## src/rtl/tournament_bp_if.sv

```systemverilog
// Predict/update bundle between the IF/EX stages and the tournament predictor.
// ready flags that the post-reset table sweep has finished.
interface tournament_bp_if #(
    parameter int HIST_BITS = 6
);
    logic                 ready;
    logic [31:0]          pc_if;
    logic                 pred_valid;
    logic                 pred_taken;
    logic                 pred_local;
    logic                 pred_global;
    logic [HIST_BITS-1:0] pred_ghr;
    logic                 upd_valid;
    logic [31:0]          upd_pc;
    logic [HIST_BITS-1:0] upd_ghr;
    logic                 upd_taken;
    logic                 upd_mispred;

    modport master (
        input  ready, pred_taken, pred_local, pred_global, pred_ghr,
        output pc_if, pred_valid, upd_valid, upd_pc, upd_ghr,
        output upd_taken, upd_mispred
    );

    modport slave (
        output ready, pred_taken, pred_local, pred_global, pred_ghr,
        input  pc_if, pred_valid, upd_valid, upd_pc, upd_ghr,
        input  upd_taken, upd_mispred
    );
endinterface

```

## src/rtl/tournament_bp.sv

```systemverilog
// Tournament branch predictor: local PHT, gshare PHT and per-entry chooser.
// Define SPEC_GHR_EN for a speculative GHR repaired on mispredict.
module tournament_bp #(
    parameter int IDX_BITS  = 6,
    parameter int HIST_BITS = 6,
    parameter int CTR_BITS  = 2
) (
    input  logic           clk,
    input  logic           rst,
    tournament_bp_if.slave bp
);

    localparam int N = 2 ** IDX_BITS;
    localparam logic [CTR_BITS-1:0] WEAK = CTR_BITS'(2 ** (CTR_BITS - 1) - 1);
    localparam logic [CTR_BITS-1:0] CMAX = '1;
    localparam logic [IDX_BITS-1:0] LAST = IDX_BITS'(N - 1);

    typedef enum logic {S_INIT, S_RUN} state_e;

    state_e               state_q, state_d;
    logic [IDX_BITS-1:0]  sweep_q, sweep_d;
    logic [HIST_BITS-1:0] ghr_q, ghr_d;

    logic [CTR_BITS-1:0] lpht_q [N];
    logic [CTR_BITS-1:0] gpht_q [N];
    logic [CTR_BITS-1:0] cho_q  [N];

    logic                run;
    logic [IDX_BITS-1:0] li, gi, uli, ugi;
    logic                p_local, p_global, p_taken;
    logic                u_lmsb, u_gmsb;
    logic [CTR_BITS-1:0] lpht_nx, gpht_nx, cho_nx;
    logic                unused_bits;

    function automatic logic [CTR_BITS-1:0] sat_step(
        input logic [CTR_BITS-1:0] c,
        input logic                up
    );
        if (up) return (c == CMAX) ? c : c + 1'b1;
        return (c == '0) ? c : c - 1'b1;
    endfunction

    assign run = (state_q == S_RUN);

    assign li  = bp.pc_if[IDX_BITS+1:2];
    assign gi  = li ^ IDX_BITS'(ghr_q);
    assign uli = bp.upd_pc[IDX_BITS+1:2];
    assign ugi = uli ^ IDX_BITS'(bp.upd_ghr);

    assign p_local  = lpht_q[li][CTR_BITS-1];
    assign p_global = gpht_q[gi][CTR_BITS-1];
    assign p_taken  = cho_q[li][CTR_BITS-1] ? p_global : p_local;

    assign bp.ready       = run;
    assign bp.pred_local  = run & p_local;
    assign bp.pred_global = run & p_global;
    assign bp.pred_taken  = run & p_taken;
    assign bp.pred_ghr    = run ? ghr_q : '0;

    // Chooser only learns when the two components disagree
    assign u_lmsb  = lpht_q[uli][CTR_BITS-1];
    assign u_gmsb  = gpht_q[ugi][CTR_BITS-1];
    assign lpht_nx = sat_step(lpht_q[uli], bp.upd_taken);
    assign gpht_nx = sat_step(gpht_q[ugi], bp.upd_taken);
    assign cho_nx  = (u_lmsb != u_gmsb)
                   ? sat_step(cho_q[uli], u_gmsb == bp.upd_taken)
                   : cho_q[uli];

    assign unused_bits = ^{bp.pc_if[31:IDX_BITS+2], bp.pc_if[1:0],
                           bp.upd_pc[31:IDX_BITS+2], bp.upd_pc[1:0],
                           bp.pred_valid, bp.upd_mispred};

    always_comb begin
        state_d = state_q;
        sweep_d = sweep_q;
        ghr_d   = ghr_q;
        unique case (state_q)
            S_INIT: begin
                sweep_d = sweep_q + 1'b1;
                if (sweep_q == LAST) state_d = S_RUN;
            end
            S_RUN: begin
`ifdef SPEC_GHR_EN
                if (bp.upd_valid && bp.upd_mispred)
                    ghr_d = {bp.upd_ghr[HIST_BITS-2:0], bp.upd_taken};
                else if (bp.pred_valid)
                    ghr_d = {ghr_q[HIST_BITS-2:0], p_taken};
`else
                if (bp.upd_valid)
                    ghr_d = {ghr_q[HIST_BITS-2:0], bp.upd_taken};
`endif
            end
            default: ;
        endcase
    end

    always_ff @(posedge clk or negedge rst) begin
        if (!rst) begin
            state_q <= S_INIT;
            sweep_q <= '0;
            ghr_q   <= '0;
        end else begin
            state_q <= state_d;
            sweep_q <= sweep_d;
            ghr_q   <= ghr_d;
        end
    end

    // Tables are never reset; the INIT sweep owns their contents
    always_ff @(posedge clk) begin
        if (!run) begin
            lpht_q[sweep_q] <= WEAK;
            gpht_q[sweep_q] <= WEAK;
            cho_q[sweep_q]  <= WEAK;
        end else if (bp.upd_valid) begin
            lpht_q[uli] <= lpht_nx;
            gpht_q[ugi] <= gpht_nx;
            cho_q[uli]  <= cho_nx;
        end
    end

endmodule

```

## src/flat_wrapper.sv

```systemverilog
// flat-port wrapper written by rule: the top's interface ports become plain ports
module tournament_bp_flat 
#(
    parameter int IDX_BITS  = 6,
    parameter int HIST_BITS = 6,
    parameter int CTR_BITS  = 2
)
  (clk, rst, bp_ready, bp_pred_taken, bp_pred_local, bp_pred_global, bp_pred_ghr, bp_pc_if, bp_pred_valid, bp_upd_valid, bp_upd_pc, bp_upd_ghr, bp_upd_taken, bp_upd_mispred);
  tournament_bp_if #(.HIST_BITS(HIST_BITS)) bp_i ();
  input  logic clk;
  input  logic rst;
  output wire logic [$bits(bp_i.ready)-1:0] bp_ready;
  output wire logic [$bits(bp_i.pred_taken)-1:0] bp_pred_taken;
  output wire logic [$bits(bp_i.pred_local)-1:0] bp_pred_local;
  output wire logic [$bits(bp_i.pred_global)-1:0] bp_pred_global;
  output wire logic [$bits(bp_i.pred_ghr)-1:0] bp_pred_ghr;
  input wire logic [$bits(bp_i.pc_if)-1:0] bp_pc_if;
  input wire logic [$bits(bp_i.pred_valid)-1:0] bp_pred_valid;
  input wire logic [$bits(bp_i.upd_valid)-1:0] bp_upd_valid;
  input wire logic [$bits(bp_i.upd_pc)-1:0] bp_upd_pc;
  input wire logic [$bits(bp_i.upd_ghr)-1:0] bp_upd_ghr;
  input wire logic [$bits(bp_i.upd_taken)-1:0] bp_upd_taken;
  input wire logic [$bits(bp_i.upd_mispred)-1:0] bp_upd_mispred;
  assign bp_ready = bp_i.ready;
  assign bp_pred_taken = bp_i.pred_taken;
  assign bp_pred_local = bp_i.pred_local;
  assign bp_pred_global = bp_i.pred_global;
  assign bp_pred_ghr = bp_i.pred_ghr;
  assign bp_i.pc_if = bp_pc_if;
  assign bp_i.pred_valid = bp_pred_valid;
  assign bp_i.upd_valid = bp_upd_valid;
  assign bp_i.upd_pc = bp_upd_pc;
  assign bp_i.upd_ghr = bp_upd_ghr;
  assign bp_i.upd_taken = bp_upd_taken;
  assign bp_i.upd_mispred = bp_upd_mispred;
  tournament_bp #(.IDX_BITS(IDX_BITS), .HIST_BITS(HIST_BITS), .CTR_BITS(CTR_BITS)) u_core (.clk(clk), .rst(rst), .bp(bp_i));
endmodule
```

## config.mk

```make
export PLATFORM = sky130hd
export DESIGN_NAME = tournament_bp_flat
export DESIGN_NICKNAME = d
export VERILOG_FILES = /design/src/rtl/tournament_bp_if.sv /design/src/rtl/tournament_bp.sv /design/src/flat_wrapper.sv
export SDC_FILE = /design/constraint.sdc
export NUM_CORES = 1
export LEC_CHECK = 0
export ABC_AREA = 1
export CORE_ASPECT_RATIO = 0.6
export CORE_MARGIN = 5
export CORE_UTILIZATION = 35
export CTS_BUF_LIST = sky130_fd_sc_hd__clkbuf_8 sky130_fd_sc_hd__clkbuf_16
export CTS_CLUSTER_SIZE = 25
export DETAILED_ROUTE_END_ITERATION = 8
export PLACE_DENSITY_LB_ADDON = 0.1
export SLEW_MARGIN = 15
export SYNTH_ARGS = -nofsm -noshare
export SYNTH_HDL_FRONTEND = slang
export SYNTH_SLANG_ARGS = --single-unit
```

## constraint.sdc

```tcl
create_clock -name clk -period 5.9 [get_ports clk]
set_input_delay 1.18 -clock clk [delete_from_list [all_inputs] [get_ports clk]]
set_output_delay 1.18 -clock clk [all_outputs]
set_load 0.02 [all_outputs]
```

==> key figures, run 1 <==
Setup path
  • Critical path class: in -> out
  • WP data arrival: 4.30 ns
  • Crit path required time: between 4 and 5 ns
  • Max FO, Critical Path: 31
  • Crit. End Element: primary output
  • Critical path startpoint category: primary input

Outcome
  • Status: complete, no violations

Job
  • Max-cap violation count: 0

Timing
  • Final period util: 0.930
  • Final Hold Violating Endpoints: 0
  • Slew Limit Fails: 0
  • Maximum clock frequency: roughly 180 MHz
  • RSZ-0062 raised after global routing: false
  • Fin crit period: between 5 and 6 ns
  • Worst slew margin: 0.370
  • Worst-Margin Slew: 0.938 ns
  • Setup_tns: 0 ns
  • # setup viols final: 0
  • Layout Skew: 0.0202 ns

Final layout
  • Share of cells above drive strength 1: 0.0872
  • Antenna diodes: 0
  • Commonest non-fill, non-tap cell in the layout: nand2_1
  • Seq. cell area: 11900 um^2
  • Layout Cells excl Fill: 2755
  • Area added between synthesis and finish: 14.7%
  • Core Util, Final: 0.405
  • Commonest non-fill, non-tap cells in the layout: nand2_1 (436), edfxtp_1 (384), nand3_1 (283)
  • # fillers: 5226
  • Final layout net count: 2088
  • Footprint of the multi-input gates: 6390 um^2

Placed design
  • DP Cell Count: around 2.7k
  • DP HPWL: 43800 um
  • GP Congestion: 0.909
  • I/O Buffers: 31

Synthesis
  • Synth Flop Type: edfxtp_1
  • Top-area cell type share of the netlist area: 0.605
  • Avg Cell Area, Syn: 9.71 um^2
  • Yosys warns: 0
  • Post-synth ARST share: 0.0327
  • Top area cells in the synthesized netlist: edfxtp_1 (61%), nand2_1 (8.6%), nand3_1 (7.5%), nor2_1 (5.6%), o21ai_0 (4.1%)
  • Post-synth EDFFs: approximately 380
  • Mapped Nets: between 2k and 2.5k
  • Seq/Total Area, Yosys: 0.622
  • Cells after Synth: 1962
  • Synth Register Bits: 397
  • Count of cell types in the netlist: 39
  • Cell accounting for the most synthesized area: edfxtp_1
  • Synth Cell Area: 19100 um^2

Floorplan
  • Core box area: 54000 um^2
  • Die Width: around 310 um
  • Rows: 66
  • Die area: 59300 um^2
  • Starting Density: 0.353
  • I/O pin count: 86
  • Chip Height: 191 um

Clock tree
  • H-tree levels: 2
  • Clock root cell: clkbuf_16
  • CTS tree: done
  • Cts bufs inserted: 41
  • CTS max path bufs: 3
  • Clock net sink count: 397
  • CTS resizes: 0
  • Worst-path clk slew: 0.06 ns
  • Hold_buf cts: 0
  • Setup bufs post-CTS: 0
  • Clk_lat worst skew: 0.55 ns

GRT
  • Vias in the first global route: 14.6k
  • GRT Total Usage: 0.221
  • Largest net degree at the start of global routing: between 100 and 150
  • Total grt overflow: 0
  • First-pass GRT wire length: 98600 um
  • Initial antenna violation count: 1

Power
  • Max IR drop VDD: 0.217 mV
  • P_leak: roughly 7.5 nW
  • P per Cell Area: 282 nW/um^2

Detailed routing
  • Post-route DRC: 0
  • DRT Pass-1 Iters: 6
  • Final wirelength: 67300 um
  • DR WL/cell: 24.4 um
  • Routed via count: 15.7k
  • Iter 0 DRT Violations: between 2k and 2.5k
  • Routed Antenna Nets: 0
  • DR vias/cell: 5.69

Min path
  • Worst Hold Class: reg -> reg
synth_stat cells (7+ instances only):
master    number
o21ai_0      156
o21ai_1       15
dfrtp_1       13
a21oi_1       38
clkbuf_1      46
o211ai_1      15
inv_1         69
nand4_1       13
nor4_1        14
o22ai_1       63
a221o_1        9
nor2_1       282
nand2_1      436
edfxtp_1     384
nand3_1      286
buf_4          9
inv_2          7
buf_2         52
xnor2_1        9
critical path, cell delays in order:
cell             delay [ns]
clkdlybuf4s50_1        0.51
buf_12                 0.24
xor2_2                 0.11
inv_1                  0.35
buf_4                  0.25
o21ai_0                0.09
o221ai_1               0.22
nand3_1                0.20
nand3_1                0.14
nand3_1                0.10
nand2_1                0.09
nor2_1                 0.04
nor2_1                 0.15
clkdlybuf4s50_1        0.63
layout make-up:
cell class                 count  area share
clock buffer                  44      0.0499
clock inverter                29     0.00853
inverter                      80      0.0139
multi-input combinational   1369       0.292
sequential                   397       0.542
tap                          714      0.0409
timing repair buffer         122      0.0521
metal layers:
metal,track usage,vias up,share of wire
met5,0,-,0
met4,0.0410,0,0.016
met3,0.0529,97,0.11
met2,0.289,870,0.38
met1,0.365,7677,0.49
li1,-,7036,-
sequential cells by signal, indices dropped and copies added, names as in the netlist:
register and count:
u_core.ghr_q 6, u_core.bp.ready 1, u_core.lpht_q 128, u_core.cho_q 128, u_core.gpht_q 128, u_core.sweep_q 6
metrics by stage:
stage	hold slack (ns)	total power, W	setup WS [ns]	cell area [um^2]
CTS	0.513	0.00621	0.440	21900
detailed placement	0.502	0.00368	0.450	20600
global route	0.534	0.00639	0.295	21900
floorplan	0.473	0.00345	1.15	19100
finish	0.514	0.00617	0.415	21900
global placement	0.500	0.00368	0.406	20600
power breakdown:
| group | total [W] | internal (W) | switching [W] |
|---|---|---|---|
| clock network | 0.00253 | 0.00141 | 0.00111 |
| logic | 0.000598 | 0.000174 | 0.000424 |
| registers | 0.00304 | 0.00304 | 0 |
final timing paths:
check | from | to | slack [ns] | depth (start not counted)
min | u_core.sweep_q[0]$_DFFE_PN0N_ | u_core.sweep_q[0]$_DFFE_PN0N_ | 0.51 | 1
max in group asynchronous | rst | u_core.sweep_q[2]$_DFFE_PN0N_ | 4.34 | 1
min in group asynchronous | rst | u_core.ghr_q[1]$_DFFE_PN0P_ | 1.08 | 1
max | bp_pc_if[3] | bp_pred_taken | 0.42 | 14
min reg2reg | u_core.sweep_q[0]$_DFFE_PN0N_ | u_core.sweep_q[0]$_DFFE_PN0N_ | 0.51 | 1
max reg2reg | u_core.bp.ready$_DFF_PN0_ | u_core.lpht_q[54][1]$_DFFE_PP_ | 2.57 | 10
logic make-up after synthesis:
| kind of cell | after synthesis | share of synthesized area |
|---|---|---|
| simple gates | 1043 | 0.230 |
| flops | 397 | 0.622 |
| buf+inv | 196 | 0.0458 |
| compound gates | 309 | 0.0926 |
| xor+xnor | 16 | 0.00893 |
| fa+ha+maj | 1 | 0.000657 |
Power figures use the tool's default switching activity.
==> run 2, diff against run 1 <==
--- a/config.mk
+++ b/config.mk
@@ -12,6 +12,7 @@
 export CTS_BUF_LIST = sky130_fd_sc_hd__clkbuf_8 sky130_fd_sc_hd__clkbuf_16
 export CTS_CLUSTER_SIZE = 25
 export DETAILED_ROUTE_END_ITERATION = 8
+export HOLD_SLACK_MARGIN = 0.05
 export PLACE_DENSITY_LB_ADDON = 0.1
 export SLEW_MARGIN = 15
 export SYNTH_ARGS = -nofsm -noshare
==> results of run 2 <==
No change in the layout: final DEF, timing and power equal those of run 1.
